===== src/rtl/axi_read_arbiter.sv =====
// Two-requester AXI read-channel arbiter. Instruction cache is index 0 and data cache is
// index 1. Only one burst is in flight at a time: the block arbitrates, issues AR, and
// then routes R beats back to the granted requester.
module axi_read_arbiter #(
  parameter int unsigned ADDR_WIDTH = 64,
  parameter int unsigned DATA_WIDTH = 64
) (
  input  logic                    clock_i,
  input  logic                    reset_i,
  input  logic [1:0]              req_arvalid_i,
  input  logic [2*ADDR_WIDTH-1:0] req_araddr_i,
  input  logic [15:0]             req_arlen_i,
  input  logic [5:0]              req_arsize_i,
  input  logic [3:0]              req_arburst_i,
  output logic [1:0]              req_arready_o,
  output logic [1:0]              req_rvalid_o,
  output logic [DATA_WIDTH-1:0]   req_rdata_o,
  output logic [1:0]              req_rlast_o,
  input  logic [1:0]              req_rready_i,
  output logic                    m_axi_arvalid_o,
  output logic [ADDR_WIDTH-1:0]   m_axi_araddr_o,
  output logic [7:0]              m_axi_arlen_o,
  output logic [2:0]              m_axi_arsize_o,
  output logic [1:0]              m_axi_arburst_o,
  input  logic                    m_axi_arready_i,
  input  logic                    m_axi_rvalid_i,
  input  logic                    m_axi_rlast_i,
  input  logic [DATA_WIDTH-1:0]   m_axi_rdata_i,
  output logic                    m_axi_rready_o,
  output logic                    grant_o,
  output logic                    busy_o,
  output logic                    burst_error_o
);

  typedef enum logic [1:0] {StIdle, StAddr, StData} state_e;

  state_e                  state_q;
  logic                    grant_q;
  logic                    last_grant_q;
  logic                    busy_q;
  logic                    burst_error_q;
  logic                    arvalid_q;
  logic [ADDR_WIDTH-1:0]   araddr_q;
  logic [7:0]              arlen_q;
  logic [2:0]              arsize_q;
  logic [1:0]              arburst_q;
  logic [7:0]              beat_cnt_q;
  logic                    winner;
  logic                    beat;

  // Round-robin winner: a lone requester wins outright, a tie goes away from last_grant.
  always_comb begin
    winner = 1'b0;
    case (req_arvalid_i)
      2'b01:   winner = 1'b0;
      2'b10:   winner = 1'b1;
      2'b11:   winner = ~last_grant_q;
      default: winner = 1'b0;
    endcase
  end

  // Combinational AR acknowledge and R-channel routing toward the granted requester.
  always_comb begin
    req_arready_o  = 2'b00;
    req_rvalid_o   = 2'b00;
    req_rlast_o    = 2'b00;
    m_axi_rready_o = 1'b0;
    if (state_q == StAddr && m_axi_arready_i) begin
      req_arready_o[grant_q] = 1'b1;
    end
    if (state_q == StData) begin
      req_rvalid_o[grant_q] = m_axi_rvalid_i;
      req_rlast_o[grant_q]  = m_axi_rlast_i;
      m_axi_rready_o        = req_rready_i[grant_q];
    end
  end

  assign beat = (state_q == StData) && m_axi_rvalid_i && m_axi_rready_o;

  // Burst sequencer with registered AR fields, grant, busy and error pulse.
  always_ff @(posedge clock_i) begin
    if (reset_i) begin
      state_q       <= StIdle;
      grant_q       <= 1'b0;
      last_grant_q  <= 1'b1;
      busy_q        <= 1'b0;
      burst_error_q <= 1'b0;
      arvalid_q     <= 1'b0;
      araddr_q      <= '0;
      arlen_q       <= 8'd0;
      arsize_q      <= 3'd0;
      arburst_q     <= 2'd0;
      beat_cnt_q    <= 8'd0;
    end else begin
      burst_error_q <= 1'b0;
      unique case (state_q)
        StIdle: begin
          if (|req_arvalid_i) begin
            grant_q   <= winner;
            araddr_q  <= winner ? req_araddr_i[ADDR_WIDTH +: ADDR_WIDTH]
                                : req_araddr_i[0 +: ADDR_WIDTH];
            arlen_q   <= winner ? req_arlen_i[15:8] : req_arlen_i[7:0];
            arsize_q  <= winner ? req_arsize_i[5:3] : req_arsize_i[2:0];
            arburst_q <= winner ? req_arburst_i[3:2] : req_arburst_i[1:0];
            arvalid_q <= 1'b1;
            busy_q    <= 1'b1;
            state_q   <= StAddr;
          end
        end
        StAddr: begin
          if (m_axi_arready_i) begin
            arvalid_q  <= 1'b0;
            beat_cnt_q <= 8'd0;
            state_q    <= StData;
          end
        end
        StData: begin
          if (beat) begin
            beat_cnt_q <= beat_cnt_q + 8'd1;
            if (m_axi_rlast_i) begin
              state_q      <= StIdle;
              busy_q       <= 1'b0;
              last_grant_q <= grant_q;
              // An overrun already flagged itself when it passed arlen; only a short
              // burst is reported here so each bad burst pulses once.
              burst_error_q <= (beat_cnt_q < arlen_q);
            end else if (beat_cnt_q == arlen_q) begin
              burst_error_q <= 1'b1;
            end
          end
        end
        default: state_q <= StIdle;
      endcase
    end
  end

  assign req_rdata_o     = m_axi_rdata_i;
  assign m_axi_arvalid_o = arvalid_q;
  assign m_axi_araddr_o  = araddr_q;
  assign m_axi_arlen_o   = arlen_q;
  assign m_axi_arsize_o  = arsize_q;
  assign m_axi_arburst_o = arburst_q;
  assign grant_o         = grant_q;
  assign busy_o          = busy_q;
  assign burst_error_o   = burst_error_q;

endmodule


===== config.mk =====
export PLATFORM = sky130hd
export DESIGN_NAME = axi_read_arbiter
export DESIGN_NICKNAME = d
export VERILOG_FILES = /design/src/rtl/axi_read_arbiter.sv
export SDC_FILE = /design/constraint.sdc
export NUM_CORES = 1
export LEC_CHECK = 0
export CAP_MARGIN = 25
export CORE_AREA = 2 2 146 148
export CTS_CLUSTER_DIAMETER = 150
export CTS_CLUSTER_SIZE = 10
export DETAILED_ROUTE_END_ITERATION = 16
export DIE_AREA = 0 0 148 150
export SLEW_MARGIN = 20
export SYNTH_ARGS = -nofsm -noshare
export SYNTH_HDL_FRONTEND = slang
export SYNTH_SLANG_ARGS = --single-unit

===== constraint.sdc =====
create_clock -name clock_i -period 1.9 [get_ports clock_i]
set_input_delay 0.38 -clock clock_i [delete_from_list [all_inputs] [get_ports clock_i]]
set_output_delay 0.38 -clock clock_i [all_outputs]
set_load 0.005 [all_outputs]

==> results of run 1 <==
-- layout make-up --
| class | count | share of cell area [%] |
|---|---|---|
| repair buffers | 305 | 38.09 |
| multi-input cells | 321 | 29.07 |
| flip-flops and latches | 92 | 23.50 |
| well taps | 275 | 4.375 |
| clock buffers | 9 | 2.864 |
| clock inverters | 7 | 1.623 |
| inverters | 10 | 0.4773 |
-- placed cells by master (no fill, tap or decap), types with 2 or more instances in the layout --
master           count
and2_1               3
nand2b_1             3
dfxtp_1             89
o211ai_1             2
bufinv_16            3
buf_4               48
clkbuf_16            9
a31o_2               2
and4_1               2
inv_6                3
nor2_1              91
ha_1                 9
inv_1               10
a21oi_1             10
o21ai_0              4
and3_1               2
nand3b_1             2
mux2i_1             80
nand3_1              4
dlymetal6s2s_1       2
dfxtp_2              2
clkdlybuf4s50_1    240
buf_12               7
dlygate4sd2_1        6
a211oi_1            78
or3_1                3
nand2_1              6
-- worst reg2reg max path: cells and delay by family (launching register included) --
kind,cells,cell delay (ns)
AO/OA/AOI/OAI,4,0.98
adder cells (fa/ha/maj),1,0.29
buffers and inverters,1,0.04
flip-flops,1,0.33
-- report_power, final --
part | internal [W] | total (W) | switching (W)
registers | 0.00215 | 0.00228 | 0.000127
logic | 0.00106 | 0.00172 | 0.000654
clock network | 0.00131 | 0.00213 | 0.000816
-- registers in the layout, indices dropped and copies added, names as in the netlist, 2 cells and up --
| register | count |
|---|---|
| m_axi_araddr_o | 64 |
| beat_cnt_q | 8 |
| m_axi_arlen_o | 8 |
| m_axi_arsize_o | 3 |
| m_axi_arburst_o | 2 |
| state_q | 2 |
-- logic make-up after synthesis --
family | count (synthesis) | share of synthesized area, %
simple gates | 127 | 11.84
fa+ha+maj | 9 | 2.341
flops | 92 | 38.29
xor+xnor | 1 | 0.1821
buf+inv | 112 | 14.85
mux | 81 | 16.96
compound gates | 103 | 15.53
-- layer usage --
metal,track usage (%),vias up,share of wire [%]
met4,4.619,0,1.9
li1,-,2227,-
met3,4.390,28,6.8
met2,22.36,145,50
met5,0,-,0
met1,15.76,1941,41
-- worst min-delay path by stage --
stage	startpoint	cells past startpoint	endpoint
after detailed placement	m_axi_arvalid_o$_SDFFE_PP0P_	2	m_axi_arvalid_o$_SDFFE_PP0P_
after global routing	reset_i	2	state_q[1]$_SDFFE_PP0P_
final	reset_i	2	state_q[1]$_SDFFE_PP0P_
after global placement	beat_cnt_q[7]$_SDFFE_PP0P_	2	beat_cnt_q[7]$_SDFFE_PP0P_
after CTS	reset_i	2	state_q[1]$_SDFFE_PP0P_
after floorplan	last_grant_q$_SDFFE_PP1P_	2	last_grant_q$_SDFFE_PP1P_
-- cells in the mapped netlist (2+ instances only) --
library cell,number
nand2b_1,3
and2_1,3
inv_1,10
ha_1,9
dfxtp_1,92
o211ai_1,2
clkbuf_1,17
and3_1,2
nand3_1,4
buf_2,15
nand3b_1,2
a211oi_1,78
nand2_1,6
or3_1,3
and4_1,2
mux2i_1,80
buf_4,65
a21oi_1,10
buf_6,4
o21ai_0,4
a31o_2,2
and3b_1,2
nor2_1,91
nor2b_1,2
-- timing repair --
action / in CTS / in global routing
hold buffers: 0 / 0
buffers inserted: 2 / 0
pin swaps: 0 / 0
endpoints found under the setup margin: 8 / 4
resized for setup: 13 / 6
-- per-stage QoR --
step | power (W) | setup slack [ns]
floorplan | 0.003073 | 0.2278
global placement | 0.004047 | -0.2788
detailed placement | 0.004057 | -0.2496
CTS | 0.006252 | 0.001395
global route | 0.006488 | 0.003597
finish | 0.006124 | 0.05022
==> results_dict.tcl, run 1 <==
set metrics [dict create \
    outcome "finished clean" \
    gr-total-overflow 0 \
    finalCriticalPeriod_ns 1.850 \
    dieArea_um2 22200 \
    synth_area_per_cell_um2 9.161 \
    clock_skew_ns 0.007979 \
    ys_async_sr_fraction_pct 0 \
    fp.coreArea_um2 20690 \
    grt_usage_pct 13.24 \
    r2r-end "burst_error_o$_SDFF_PP0_" \
    start_util_pct 23.25 \
    routed_via_density 4.260 \
    endpoint "req_rvalid_o[1]" \
    power_leakage_nw 3.077 \
    vias 4341 \
    crit_path_start "m_axi_rvalid_i" \
    postRouteAntennaNets 0 \
    gp_congestion 0.7107 \
    slew_headroom_pct 68.68 \
    drt_pass1_iterations 5 \
    seq_area_um2 1848 \
    fin_nets 975 \
    drc_errors 0 \
    antenna_cells 0 \
    syn_area_um2 4810 \
    antenna_found_initial 0 \
    netlist_instances 525 \
    placed_cells 1001 \
    grt_max_degree 43 \
    yosysUniqueCellTypes 41 \
    die_width_um 148 \
    yosysTopAreaCell "dfxtp_1" \
    setup_viol 0 \
    finalNonFillerCells 1019 \
    path_clk_slew_ns 0.07 \
    synth_seq_cells 92 \
    postPlaceCellArea_um2 7477 \
    crit_path_start_kind "primary input" \
    cap_violations 0 \
    num_rows 53 \
    clockRootBuffer "clkbuf_16" \
    crit_path_end_kind "output port" \
    synth_edf_count 0 \
    r2r_start "m_axi_arlen_o[5]$_SDFFE_PP0P_" \
    critPathMaxStageDelay_ns 0.47 \
    drt_iter0_drc 120 \
    cts.path.max_buffers 2 \
    fin_area_um2 7864 \
    holdWs_ns 0.3226 \
    synth_top_flop_cell "dfxtp_1" \
    period_share_pct 97.36 \
    path_cells "clkdlybuf4s50_1 -> and3b_2 -> and2_1 -> clkdlybuf4s15_1" \
    fmax_mhz 540.6 \
    area_delta_synth_final_pct 63.50 \
    rrSetupSlack_ns 0.15 \
    tritoncts "yes" \
    ys_seq_area_share_pct 38.29 \
    die_h_um 150 \
    portBuffers 250 \
    clock_latency_ns 0.34 \
    htreeDepth 3 \
    drive_gt1_share_pct 11.16 \
    worstPathArrival_ns 1.47 \
    pin_count 379 \
    tightest_slew_ns 0.4698 \
    synth_top_area_share_pct 38.29 \
    critPathMaxFanout 4 \
    path_buf_inv 2 \
    ff2ff_path_depth 6 \
    synthesis.nets 761 \
    tns_ns 0 \
    cpMaxStageDelayCell "clkdlybuf4s50_1" \
    crit_family "buffers and inverters" \
    criticalPathCategory "in -> out" \
    grt_pass1_wl_mm 22.90 \
    wire_per_inst_um 14.20 \
    yosysWarnings 0 \
    drt-total-wl_mm 14.47 \
    slew_viol_final 0 \
    hold_viol 0 \
    cts_made_buffers 9 \
    grt_pass1_vias 4276 \
    fillers 2112 \
    worstPathRequired_ns 1.52 \
    synthTopCellsByArea "dfxtp_1 38%, mux2i_1 17%, a211oi_1 12%, buf_4 10%, nor2_1 7.1%" \
    dpl.hpwl_mm 11.57 \
    min_path_type "in -> reg" \
    cts_sinks 92 \
    power_density_nw_per_um2 778.7 \
    peakVddDrop_mv 0.4618 \
    path_depth 4 \
    rsz0062_at_grt "false" \
    multi_input_area_um2 2286 \
    utilization_pct 38.01 \
]
Note: power is estimated with default switching activity, not from simulation.
==> run 2: changes to the inputs <==
- RECOVER_POWER: unset -> 25
==> results of run 2 <==
The final DEF is identical to that of run 1; final timing and power are the same.
